--- src/rtl/wb_mem_arbiter.sv ---
// Two-master Wishbone B3 arbiter: master 0 (pixel DMA) has priority, bounded by a
// fairness counter. A bus watchdog aborts a hung slave cycle with an error to the owner.
module wb_mem_arbiter #(
  parameter int unsigned MAX_M0  = 4,
  parameter int unsigned TIMEOUT = 255
) (
  input  logic        clk,
  input  logic        rst,
  // master 0
  input  logic [31:0] m0_adr_i,
  input  logic [31:0] m0_dat_i,
  input  logic [3:0]  m0_sel_i,
  input  logic        m0_we_i,
  input  logic        m0_stb_i,
  input  logic        m0_cyc_i,
  input  logic [2:0]  m0_cti_i,
  input  logic [1:0]  m0_bte_i,
  output logic [31:0] m0_dat_o,
  output logic        m0_ack_o,
  output logic        m0_err_o,
  // master 1
  input  logic [31:0] m1_adr_i,
  input  logic [31:0] m1_dat_i,
  input  logic [3:0]  m1_sel_i,
  input  logic        m1_we_i,
  input  logic        m1_stb_i,
  input  logic        m1_cyc_i,
  input  logic [2:0]  m1_cti_i,
  input  logic [1:0]  m1_bte_i,
  output logic [31:0] m1_dat_o,
  output logic        m1_ack_o,
  output logic        m1_err_o,
  // slave
  output logic [31:0] s_adr_o,
  output logic [31:0] s_dat_o,
  output logic [3:0]  s_sel_o,
  output logic        s_we_o,
  output logic        s_stb_o,
  output logic        s_cyc_o,
  output logic [2:0]  s_cti_o,
  output logic [1:0]  s_bte_o,
  input  logic [31:0] s_dat_i,
  input  logic        s_ack_i,
  input  logic        s_err_i,
  output logic [1:0]  gnt_o
);

  typedef enum logic [1:0] {
    IDLE = 2'b00,
    OWN0 = 2'b01,
    OWN1 = 2'b10
  } state_t;

  localparam logic [3:0] MAX_M0_C  = 4'(MAX_M0);
  localparam logic [9:0] WDOG_LAST = 10'(TIMEOUT - 1);

  state_t      state_q, state_d;
  logic [3:0]  starve_q, starve_d;
  logic [9:0]  wdog_q, wdog_d;
  logic        abort_q, abort_d;

  state_t      arb_pick;
  logic        own_cyc, own_stb;
  logic        active, resp_en, expire;
  logic        ack_fwd, err_fwd;

  always_ff @(posedge clk) begin
    if (!rst) begin
      state_q  <= IDLE;
      starve_q <= 4'd0;
      wdog_q   <= 10'd0;
      abort_q  <= 1'b0;
    end else begin
      state_q  <= state_d;
      starve_q <= starve_d;
      wdog_q   <= wdog_d;
      abort_q  <= abort_d;
    end
  end

  // Arbitration decision shared by IDLE and by a same-cycle handover.
  always_comb begin
    arb_pick = IDLE;
    if (m0_cyc_i && (!m1_cyc_i || (starve_q < MAX_M0_C))) begin
      arb_pick = OWN0;
    end else if (m1_cyc_i) begin
      arb_pick = OWN1;
    end
  end

  always_comb begin
    state_d = state_q;
    case (state_q)
      IDLE:    state_d = arb_pick;
      OWN0:    if (!m0_cyc_i) state_d = arb_pick;
      OWN1:    if (!m1_cyc_i) state_d = arb_pick;
      default: state_d = IDLE;
    endcase
  end

  always_comb begin
    starve_d = starve_q;
    if (state_d == OWN0 && state_q != OWN0 && m1_cyc_i) begin
      if (starve_q != 4'hF) starve_d = starve_q + 4'd1;
    end else if (state_d == OWN1 && state_q != OWN1) begin
      starve_d = 4'd0;
    end else if (state_q == IDLE && !m1_cyc_i) begin
      starve_d = 4'd0;
    end
  end

  // Owner mux; every slave-side field is zero while idle.
  always_comb begin
    own_cyc = 1'b0;
    own_stb = 1'b0;
    s_adr_o = 32'd0;
    s_dat_o = 32'd0;
    s_sel_o = 4'd0;
    s_we_o  = 1'b0;
    s_cti_o = 3'd0;
    s_bte_o = 2'd0;
    case (state_q)
      OWN0: begin
        own_cyc = m0_cyc_i;
        own_stb = m0_stb_i;
        s_adr_o = m0_adr_i;
        s_dat_o = m0_dat_i;
        s_sel_o = m0_sel_i;
        s_we_o  = m0_we_i;
        s_cti_o = m0_cti_i;
        s_bte_o = m0_bte_i;
      end
      OWN1: begin
        own_cyc = m1_cyc_i;
        own_stb = m1_stb_i;
        s_adr_o = m1_adr_i;
        s_dat_o = m1_dat_i;
        s_sel_o = m1_sel_i;
        s_we_o  = m1_we_i;
        s_cti_o = m1_cti_i;
        s_bte_o = m1_bte_i;
      end
      default: ;
    endcase
  end

  // Gating with rst drops the cycle in the very cycle reset is asserted.
  assign active  = rst && (state_q != IDLE);
  assign resp_en = active && !abort_q;
  assign s_cyc_o = resp_en && own_cyc;
  assign s_stb_o = resp_en && own_stb;

  assign ack_fwd = resp_en && s_ack_i;
  assign err_fwd = resp_en && s_err_i;
  // An ack or err arriving on the expiry cycle wins over the timeout.
  assign expire  = resp_en && own_cyc && own_stb && !s_ack_i && !s_err_i &&
                   (wdog_q == WDOG_LAST);

  always_comb begin
    wdog_d = 10'd0;
    if (resp_en && own_cyc && own_stb && !s_ack_i && !s_err_i && !expire) begin
      wdog_d = wdog_q + 10'd1;
    end
  end

  always_comb begin
    abort_d = abort_q;
    if (state_q == IDLE || !own_cyc) begin
      abort_d = 1'b0;
    end else if (expire) begin
      abort_d = 1'b1;
    end
  end

  assign gnt_o    = state_q;
  assign m0_dat_o = s_dat_i;
  assign m1_dat_o = s_dat_i;
  assign m0_ack_o = ack_fwd && (state_q == OWN0);
  assign m1_ack_o = ack_fwd && (state_q == OWN1);
  assign m0_err_o = (err_fwd || expire) && (state_q == OWN0);
  assign m1_err_o = (err_fwd || expire) && (state_q == OWN1);

endmodule

--- config.mk ---
export PLATFORM = sky130hd
export DESIGN_NAME = wb_mem_arbiter
export DESIGN_NICKNAME = d
export VERILOG_FILES = /design/src/rtl/wb_mem_arbiter.sv
export SDC_FILE = /design/constraint.sdc
export NUM_CORES = 1
export LEC_CHECK = 0
export ABC_AREA = 0
export CAP_MARGIN = 10
export CORE_AREA = 2 2 130 132
export DETAILED_ROUTE_END_ITERATION = 16
export DIE_AREA = 0 0 132 134
export SYNTH_ARGS = -nofsm -noshare
export SYNTH_HDL_FRONTEND = slang
export SYNTH_SLANG_ARGS = --single-unit
--- constraint.sdc ---
create_clock -name clk -period 2.6 [get_ports clk]
set_clock_uncertainty 0.05 [all_clocks]
set_input_delay 0.52 -clock clk [delete_from_list [all_inputs] [get_ports clk]]
set_output_delay 0.52 -clock clk [all_outputs]
set_load 0.005 [all_outputs]
=== Word-level counts from Yosys, hierarchy flattened ===
Index checks and enable logic that the tools add are counted.

* Register bits after elaboration: 17
* Output and inout bits: 146
* Logic and storage cells: 69

* Add/sub/neg operators: 2
* Magnitude comparators: 1
* Eq/ne operators: 9
* Mux-type cells: 17
* Bitwise gates (word level): 1
* Reductions and logical operators: 35

{| class="wikitable"
|+ Operators by type and width
! operator !! number
|-
| $pmux 32 s2 || 2
|-
| $logic_and 1x1->1 || 20
|-
| $mux 4 || 4
|-
| $add 10x1->10 const B || 1
|-
| $eq 10x8->1 const B || 1
|-
| $mux 2 || 4
|-
| $pmux 4 s2 || 1
|-
| $logic_not 1->1 || 6
|-
| $pmux 1 s2 || 3
|-
| $pmux 2 s3 || 1
|-
| $pmux 3 s2 || 1
|-
| $add 4x1->4 const B || 1
|-
| $eq 2x1->1 const B || 2
|-
| $eq 2x2->1 const B || 2
|-
| $lt 4x3->1 const B || 1
|-
| $ne 2x1->1 const B || 2
|-
| $ne 4x4->1 const B || 1
|-
| $pmux 2 s2 || 1
|-
| $reduce_and 2->1 || 2
|-
| $logic_or 1x1->1 || 3
|-
| $reduce_bool 3->1 || 1
|-
| $logic_not 2->1 || 1
|-
| $ne 2x2->1 const B || 1
|-
| $reduce_bool 2->1 || 1
|-
| 2 further kinds || 2
|}

=== Longest topological paths before layout ===
* Depth after elaboration: 11
* Mapped depth: 8
* Depth with buffers taken out: 7

=== Least setup slack after synthesis ===
OpenSTA, ideal clock, no wires.

* Kind: flip-flop to output port
* From: register state_q[0], in the netlist gnt_o[0]
* To: output m0_err_o
* Arrival time: 1578 ps
* Data required time: 2030 ps
* Path slack: 452 ps
* Stages on the path, launching flop included: 9
* Cells stage by stage: dfxtp_1 -> inv_1 -> ha_1 -> buf_6 -> a22o_4 -> nand3_1 -> nor3b_1 -> o21a_1 -> and2_1

* Longest elaborated chain between the ends: 10
* Elaborated cells on any way between the ends: 15
* Classes of those cells: 2 x eq/ne; 2 x mux; 11 x reduce/logical

{| class="wikitable"
|+ Ends and longest elaborated chain
! element !! line !! RTL
|-
| from (decl) || 57 || <nowiki>state_t state_q, state_d;</nowiki>
|-
| from (signal assigned) || 74 || <nowiki>state_q <= state_d;</nowiki>
|-
| parallel branches: the longest is 9 deep, another holds $eq 2x2->1 || -- ||
|-
| $logic_and 1x1->1 * || 180 || <nowiki>assign m0_err_o = (err_fwd || expire) && (state_q == OWN0);</nowiki>
|-
| to (decl) || 20 || <nowiki>output logic m0_err_o,</nowiki>
|}

Every way passes the cells marked *.

=== Worst setup path in the final report ===
* From: register state_q[1], in the netlist gnt_o[1]
* To: output s_adr_o[13]

* Longest elaborated chain between the ends: 2
* Elaborated cells on any way between the ends: 3
* Classes of those cells: 2 x eq/ne; 1 x mux

{| class="wikitable"
|+ Ends and longest elaborated chain
! element !! line !! RTL
|-
| $eq 2x2->1 / $eq 2x1->1 (equally long branches) || 122 || <nowiki>case (state_q)</nowiki>
|-
| $pmux 32 s2 * || 122 ||
|-
| to (decl) || 34 || <nowiki>output logic [31:0] s_adr_o,</nowiki>
|}

Every way passes the cells marked *; elsewhere a longest branch is shown, timed or not.

==> report_table.html <==
<table>
<tr><th>Metric</th><th>Value</th></tr>
<tr><th colspan="2">Layout</th></tr>
<tr><td>Relative area change from synthesis to final layout</td><td>95.0%</td></tr>
<tr><td>Register cell area after layout</td><td>343 um^2</td></tr>
<tr><td>Count of fill cells added during filler insertion</td><td>1705</td></tr>
<tr><td>Final net count</td><td>718</td></tr>
<tr><td>Antenna diode instance count</td><td>0</td></tr>
<tr><td>Post-route cell area</td><td>5080 um^2</td></tr>
<tr><td>Area of combinational cells with multiple inputs</td><td>1710 um^2</td></tr>
<tr><td>Share of cells above drive strength 1</td><td>7.28%</td></tr>
<tr><td>Post-Layout Cell Count</td><td>742</td></tr>
<tr><th colspan="2">Setup path</th></tr>
<tr><td>Worst path cell trace</td><td>inv_4 &gt; ha_4 &gt; buf_12 &gt; nor2b_1 &gt; clkdlybuf4s50_1</td></tr>
<tr><td>CP max stage delay</td><td>530 ps</td></tr>
<tr><td>Worst r2r dst</td><td>wdog_q[9]</td></tr>
<tr><td>Launch instance of the worst register-to-register path</td><td>gnt_o[1]</td></tr>
<tr><td>Max Fanout on Critical Path</td><td>44</td></tr>
<tr><td>Category of the worst setup path capture point</td><td>primary output</td></tr>
<tr><td>Critical path start-end classification</td><td>flip-flop to primary output</td></tr>
<tr><td>Slowest-stage cell, CP</td><td>sky130_fd_sc_hd__clkdlybuf4s50_1</td></tr>
<tr><td>R2R Setup Slk</td><td>480 ps</td></tr>
<tr><td>Required time at the worst-slack endpoint</td><td>2030 ps</td></tr>
<tr><td>Critical Path Start Type</td><td>flip-flop</td></tr>
<tr><td>WP data arrival</td><td>1960 ps</td></tr>
<tr><td>Number of buffers and inverters on the critical path</td><td>3</td></tr>
<tr><td>Critical path's top delay family</td><td>buffers and inverters</td></tr>
<tr><td>Count of cells along the worst register-to-register path</td><td>8</td></tr>
<tr><th colspan="2">Yosys</th></tr>
<tr><td>Yosys top cell area share</td><td>21.3%</td></tr>
<tr><td>Share of the yosys chip area belonging to registers</td><td>13.1%</td></tr>
<tr><td>#FFs+latches synth</td><td>17</td></tr>
<tr><td>Cell types with the largest area share after synthesis</td><td>sky130_fd_sc_hd__a22oi_1, sky130_fd_sc_hd__buf_4, sky130_fd_sc_hd__nor2b_1</td></tr>
<tr><td>Post-Synthesis Net Count</td><td>549</td></tr>
<tr><td>Synth cell types</td><td>37</td></tr>
<tr><td>Average cell area after synthesis</td><td>7.36 um^2</td></tr>
<tr><td>Count of warnings emitted by yosys</td><td>0</td></tr>
<tr><td>Synthesized cell area</td><td>2600 um^2</td></tr>
<tr><td>Synthesized netlist cell count</td><td>354</td></tr>
<tr><td>Cell type with the highest aggregate area in the netlist</td><td>sky130_fd_sc_hd__a22oi_1</td></tr>
<tr><th colspan="2">Timing</th></tr>
<tr><td>Actual slew at the worst max-slew pin</td><td>578 ps</td></tr>
<tr><td>Number of slew-limit violations in the final report</td><td>0</td></tr>
<tr><td>Worst hold slack</td><td>424 ps</td></tr>
<tr><td>Post-route clock period utilization</td><td>97.3%</td></tr>
<tr><td>Count of endpoints failing setup in the final report</td><td>0</td></tr>
<tr><td>Final-report hold violation count</td><td>0</td></tr>
<tr><td>Setup repair after global routing missed its margin</td><td>false</td></tr>
<tr><td>Max-Slew Margin vs Limit</td><td>61.4%</td></tr>
<tr><td>Crit path time final</td><td>2530 ps</td></tr>
<tr><td>Achievable frequency</td><td>0.395 GHz</td></tr>
<tr><th colspan="2">Floorplan</th></tr>
<tr><td>Initial Utilization</td><td>16.0%</td></tr>
<tr><td>Die W</td><td>132 um</td></tr>
<tr><td>Die ar.</td><td>17700 um^2</td></tr>
<tr><td>I/O pin cnt</td><td>334</td></tr>
<tr><td>Core box area</td><td>16300 um^2</td></tr>
<tr><td>Chip Height</td><td>134 um</td></tr>
<tr><td># rows</td><td>47</td></tr>
<tr><th colspan="2">Worst hold path</th></tr>
<tr><td>Classification of the worst-slack hold path</td><td>flip-flop to flip-flop</td></tr>
<tr><td>Origin of the worst min-delay path</td><td>wdog_q[0]</td></tr>
<tr><td>Hold Path Depth</td><td>1</td></tr>
<tr><td>Sink of the worst hold path</td><td>wdog_q[0]</td></tr>
<tr><th colspan="2">Route</th></tr>
<tr><td>Routed WL</td><td>11.9 mm</td></tr>
<tr><td>Average routed wire per standard cell</td><td>16.0 um</td></tr>
<tr><td>Vias per cell</td><td>4.32</td></tr>
<tr><td>Detailed Route Iter0 Violations</td><td>90</td></tr>
<tr><td>Total DRC errors in the routed layout</td><td>0</td></tr>
<tr><td>Residual antenna-violating net count after detailed routing</td><td>0</td></tr>
<tr><td>TritonRoute pass-1 iters</td><td>4</td></tr>
<tr><td>Vias after detailed routing</td><td>3206</td></tr>
<tr><th colspan="2">Power and ir drop</th></tr>
<tr><td>Worst voltage drop across the vdd grid</td><td>0.000205 V</td></tr>
<tr><td>Pleak</td><td>1.74 nW</td></tr>
<tr><td>Cell Pwr Density</td><td>259 nW/um^2</td></tr>
<tr><th colspan="2">Flow run</th></tr>
<tr><td>Number of max-cap violations</td><td>0</td></tr>
<tr><th colspan="2">Global route</th></tr>
<tr><td>Remaining global-route overflow</td><td>0</td></tr>
<tr><td>Antenna violations before repair</td><td>0</td></tr>
<tr><td>Largest net degree at the start of global routing</td><td>45</td></tr>
<tr><td>Vias in the first global route</td><td>3268</td></tr>
<tr><td>Total GRT Usage</td><td>12.0%</td></tr>
<tr><td>Global-route wire length before repair</td><td>17.1 mm</td></tr>
<tr><th colspan="2">Place</th></tr>
<tr><td>Number of instances in the placed design</td><td>734</td></tr>
<tr><td>Port Buffer Count</td><td>237</td></tr>
<tr><td>HPWL after detailed placement</td><td>8.21 mm</td></tr>
<tr><td>Total placed instance area</td><td>4800 um^2</td></tr>
<tr><td>Routability cong.</td><td>0.697</td></tr>
<tr><th colspan="2">Clock network</th></tr>
<tr><td>CTS Root Buffer Type</td><td>sky130_fd_sc_hd__clkbuf_16</td></tr>
<tr><td>Number of clock buffers inserted by TritonCTS</td><td>3</td></tr>
<tr><td>Clock latency at the later pin of the worst-skew pair</td><td>250 ps</td></tr>
<tr><td>CTS Buffer Depth</td><td>2</td></tr>
<tr><td>Number of buffers inserted by post-CTS setup repair</td><td>0</td></tr>
<tr><td>TritonCTS clock tree</td><td>done</td></tr>
<tr><td>Number of levels the H-tree was split into</td><td>1</td></tr>
<tr><td># clock sinks</td><td>17</td></tr>
<tr><td>Clock-pin slew on the worst setup and hold paths</td><td>50 ps</td></tr>
<tr><th colspan="2">Run status</th></tr>
<tr><td>Status</td><td>completed</td></tr>
</table>
## cells in the final DEF, fill, tap and decap left out, types with 2 or more instances in the layout
master                              n
sky130_fd_sc_hd__dfxtp_1           15
sky130_fd_sc_hd__nor2b_1           75
sky130_fd_sc_hd__clkdlybuf4s50_1  229
sky130_fd_sc_hd__inv_1              5
sky130_fd_sc_hd__o21ai_0            3
sky130_fd_sc_hd__nor2_1            16
sky130_fd_sc_hd__and3_1             8
sky130_fd_sc_hd__and2_1             3
sky130_fd_sc_hd__ha_1               4
sky130_fd_sc_hd__buf_4              9
sky130_fd_sc_hd__ha_4               3
sky130_fd_sc_hd__o21ai_1            3
sky130_fd_sc_hd__nand2_1            4
sky130_fd_sc_hd__dlymetal6s2s_1     7
sky130_fd_sc_hd__buf_12             4
sky130_fd_sc_hd__dfxtp_2            2
sky130_fd_sc_hd__inv_4              2
sky130_fd_sc_hd__nand3b_1           3
sky130_fd_sc_hd__nor3_1             2
sky130_fd_sc_hd__xor2_1             6
sky130_fd_sc_hd__buf_16             2
sky130_fd_sc_hd__nand2b_1           2
sky130_fd_sc_hd__xnor2_1            2
sky130_fd_sc_hd__a21oi_1            6
sky130_fd_sc_hd__a22oi_1           74
sky130_fd_sc_hd__clkbuf_16          5
sky130_fd_sc_hd__nand3_1            9
## timing repair
action | in CTS | in global routing
cloned | 2 | 2
setup endpoints to repair | 80 | 79
hold buffers | 0 | 0
gates resized for setup | 15 | 17
endpoints found under the hold margin | 0 | 0
pin swaps | 1 | 6
## final cells by class
cell class | instances | share of cell area, %
repair buffers | 254 | 51.9
flip-flops and latches | 17 | 6.75
well taps | 220 | 5.42
multi-input cells | 240 | 33.7
inverters | 7 | 0.616
clock buffers | 4 | 1.55
## sequential cells by signal (all words and copies together), names as in the netlist
name,cells
abort_q,1
gnt_o,2
starve_q,4
wdog_q,10
## kinds of logic (layout without fill, tap and decap cells)
group	after synthesis	after routing	synth area share, %
and+or+nand+nor	130	130	29.5
xor gates and xnor gates	8	8	2.69
AOI/OAI and AO/OA	95	95	27.9
DFF	17	17	13.1
buffers and inverters	97	265	23.5
adders and majority gates	7	7	3.36
## metal layers
layer | vias to the layer above | share of wire (%) | track usage [%]
met2 | 203 | 47 | 20.5
met3 | 27 | 9.8 | 3.70
met5 | - | 0 | 0
met1 | 1455 | 41 | 14.1
met4 | 0 | 2.8 | 4.29
li1 | 1521 | - | -
## cell usage after synthesis
master / number
sky130_fd_sc_hd__buf_1: 6
sky130_fd_sc_hd__a211o_1: 1
sky130_fd_sc_hd__a41oi_1: 1
sky130_fd_sc_hd__nor3_1: 2
sky130_fd_sc_hd__nor2b_1: 75
sky130_fd_sc_hd__nor3b_1: 1
sky130_fd_sc_hd__o211ai_2: 1
sky130_fd_sc_hd__a22oi_1: 74
sky130_fd_sc_hd__buf_4: 64
sky130_fd_sc_hd__buf_2: 1
sky130_fd_sc_hd__a22o_4: 1
sky130_fd_sc_hd__or2_1: 1
sky130_fd_sc_hd__a311o_1: 1
sky130_fd_sc_hd__and4_1: 1
sky130_fd_sc_hd__a21oi_1: 6
sky130_fd_sc_hd__nand2_1: 4
sky130_fd_sc_hd__nand3b_1: 3
sky130_fd_sc_hd__nor4b_2: 1
sky130_fd_sc_hd__o21ai_1: 3
sky130_fd_sc_hd__clkbuf_1: 18
sky130_fd_sc_hd__o21a_1: 1
sky130_fd_sc_hd__nand2b_1: 3
sky130_fd_sc_hd__dfxtp_1: 17
sky130_fd_sc_hd__xnor2_1: 2
sky130_fd_sc_hd__nor2_1: 17
sky130_fd_sc_hd__nor4_2: 1
sky130_fd_sc_hd__xor2_1: 6
sky130_fd_sc_hd__nand3_1: 10
sky130_fd_sc_hd__o21ai_2: 1
sky130_fd_sc_hd__buf_6: 1
sky130_fd_sc_hd__and3_1: 8
sky130_fd_sc_hd__a32oi_4: 1
sky130_fd_sc_hd__and2_1: 3
sky130_fd_sc_hd__inv_1: 7
sky130_fd_sc_hd__a22o_1: 1
sky130_fd_sc_hd__ha_1: 7
sky130_fd_sc_hd__o21ai_0: 3
## power breakdown
part | internal (mW) | leakage (nW) | switching (mW)
clock network | 0.208 | 0.0382 | 0.0982
logic | 0.468 | 1.57 | 0.267
registers | 0.265 | 0.138 | 0.00669
## worst max-delay path by stage
stage / from / end / slack [ps] / cells after the start
global placement: m1_cyc_i / m0_err_o / -260 / 7
finish: gnt_o[1] / s_adr_o[13] / 70 / 5
detailed placement: m1_cyc_i / m0_err_o / -260 / 7
CTS: m1_cyc_i / m1_err_o / -190 / 7
floorplan: gnt_o[0] / m0_err_o / 450 / 8
global route: gnt_o[0] / s_adr_o[23] / 4 / 6
## through the flow
stage / total power [mW] / setup WS [ps] / setup TNS [ps] / util (%)
5_1_grt: 1.39 / 3.88 / 0 / 31.2
3_5_place_dp: 0.937 / -262 / -633 / 29.4
3_3_place_gp: 0.927 / -260 / -596 / 29.4
2_1_floorplan: 0.605 / 452 / 0 / -
6_report: 1.31 / 69.8 / 0 / 31.2
4_1_cts: 1.30 / -191 / -2980 / 30.6
(Power assumes the default switching activity.)
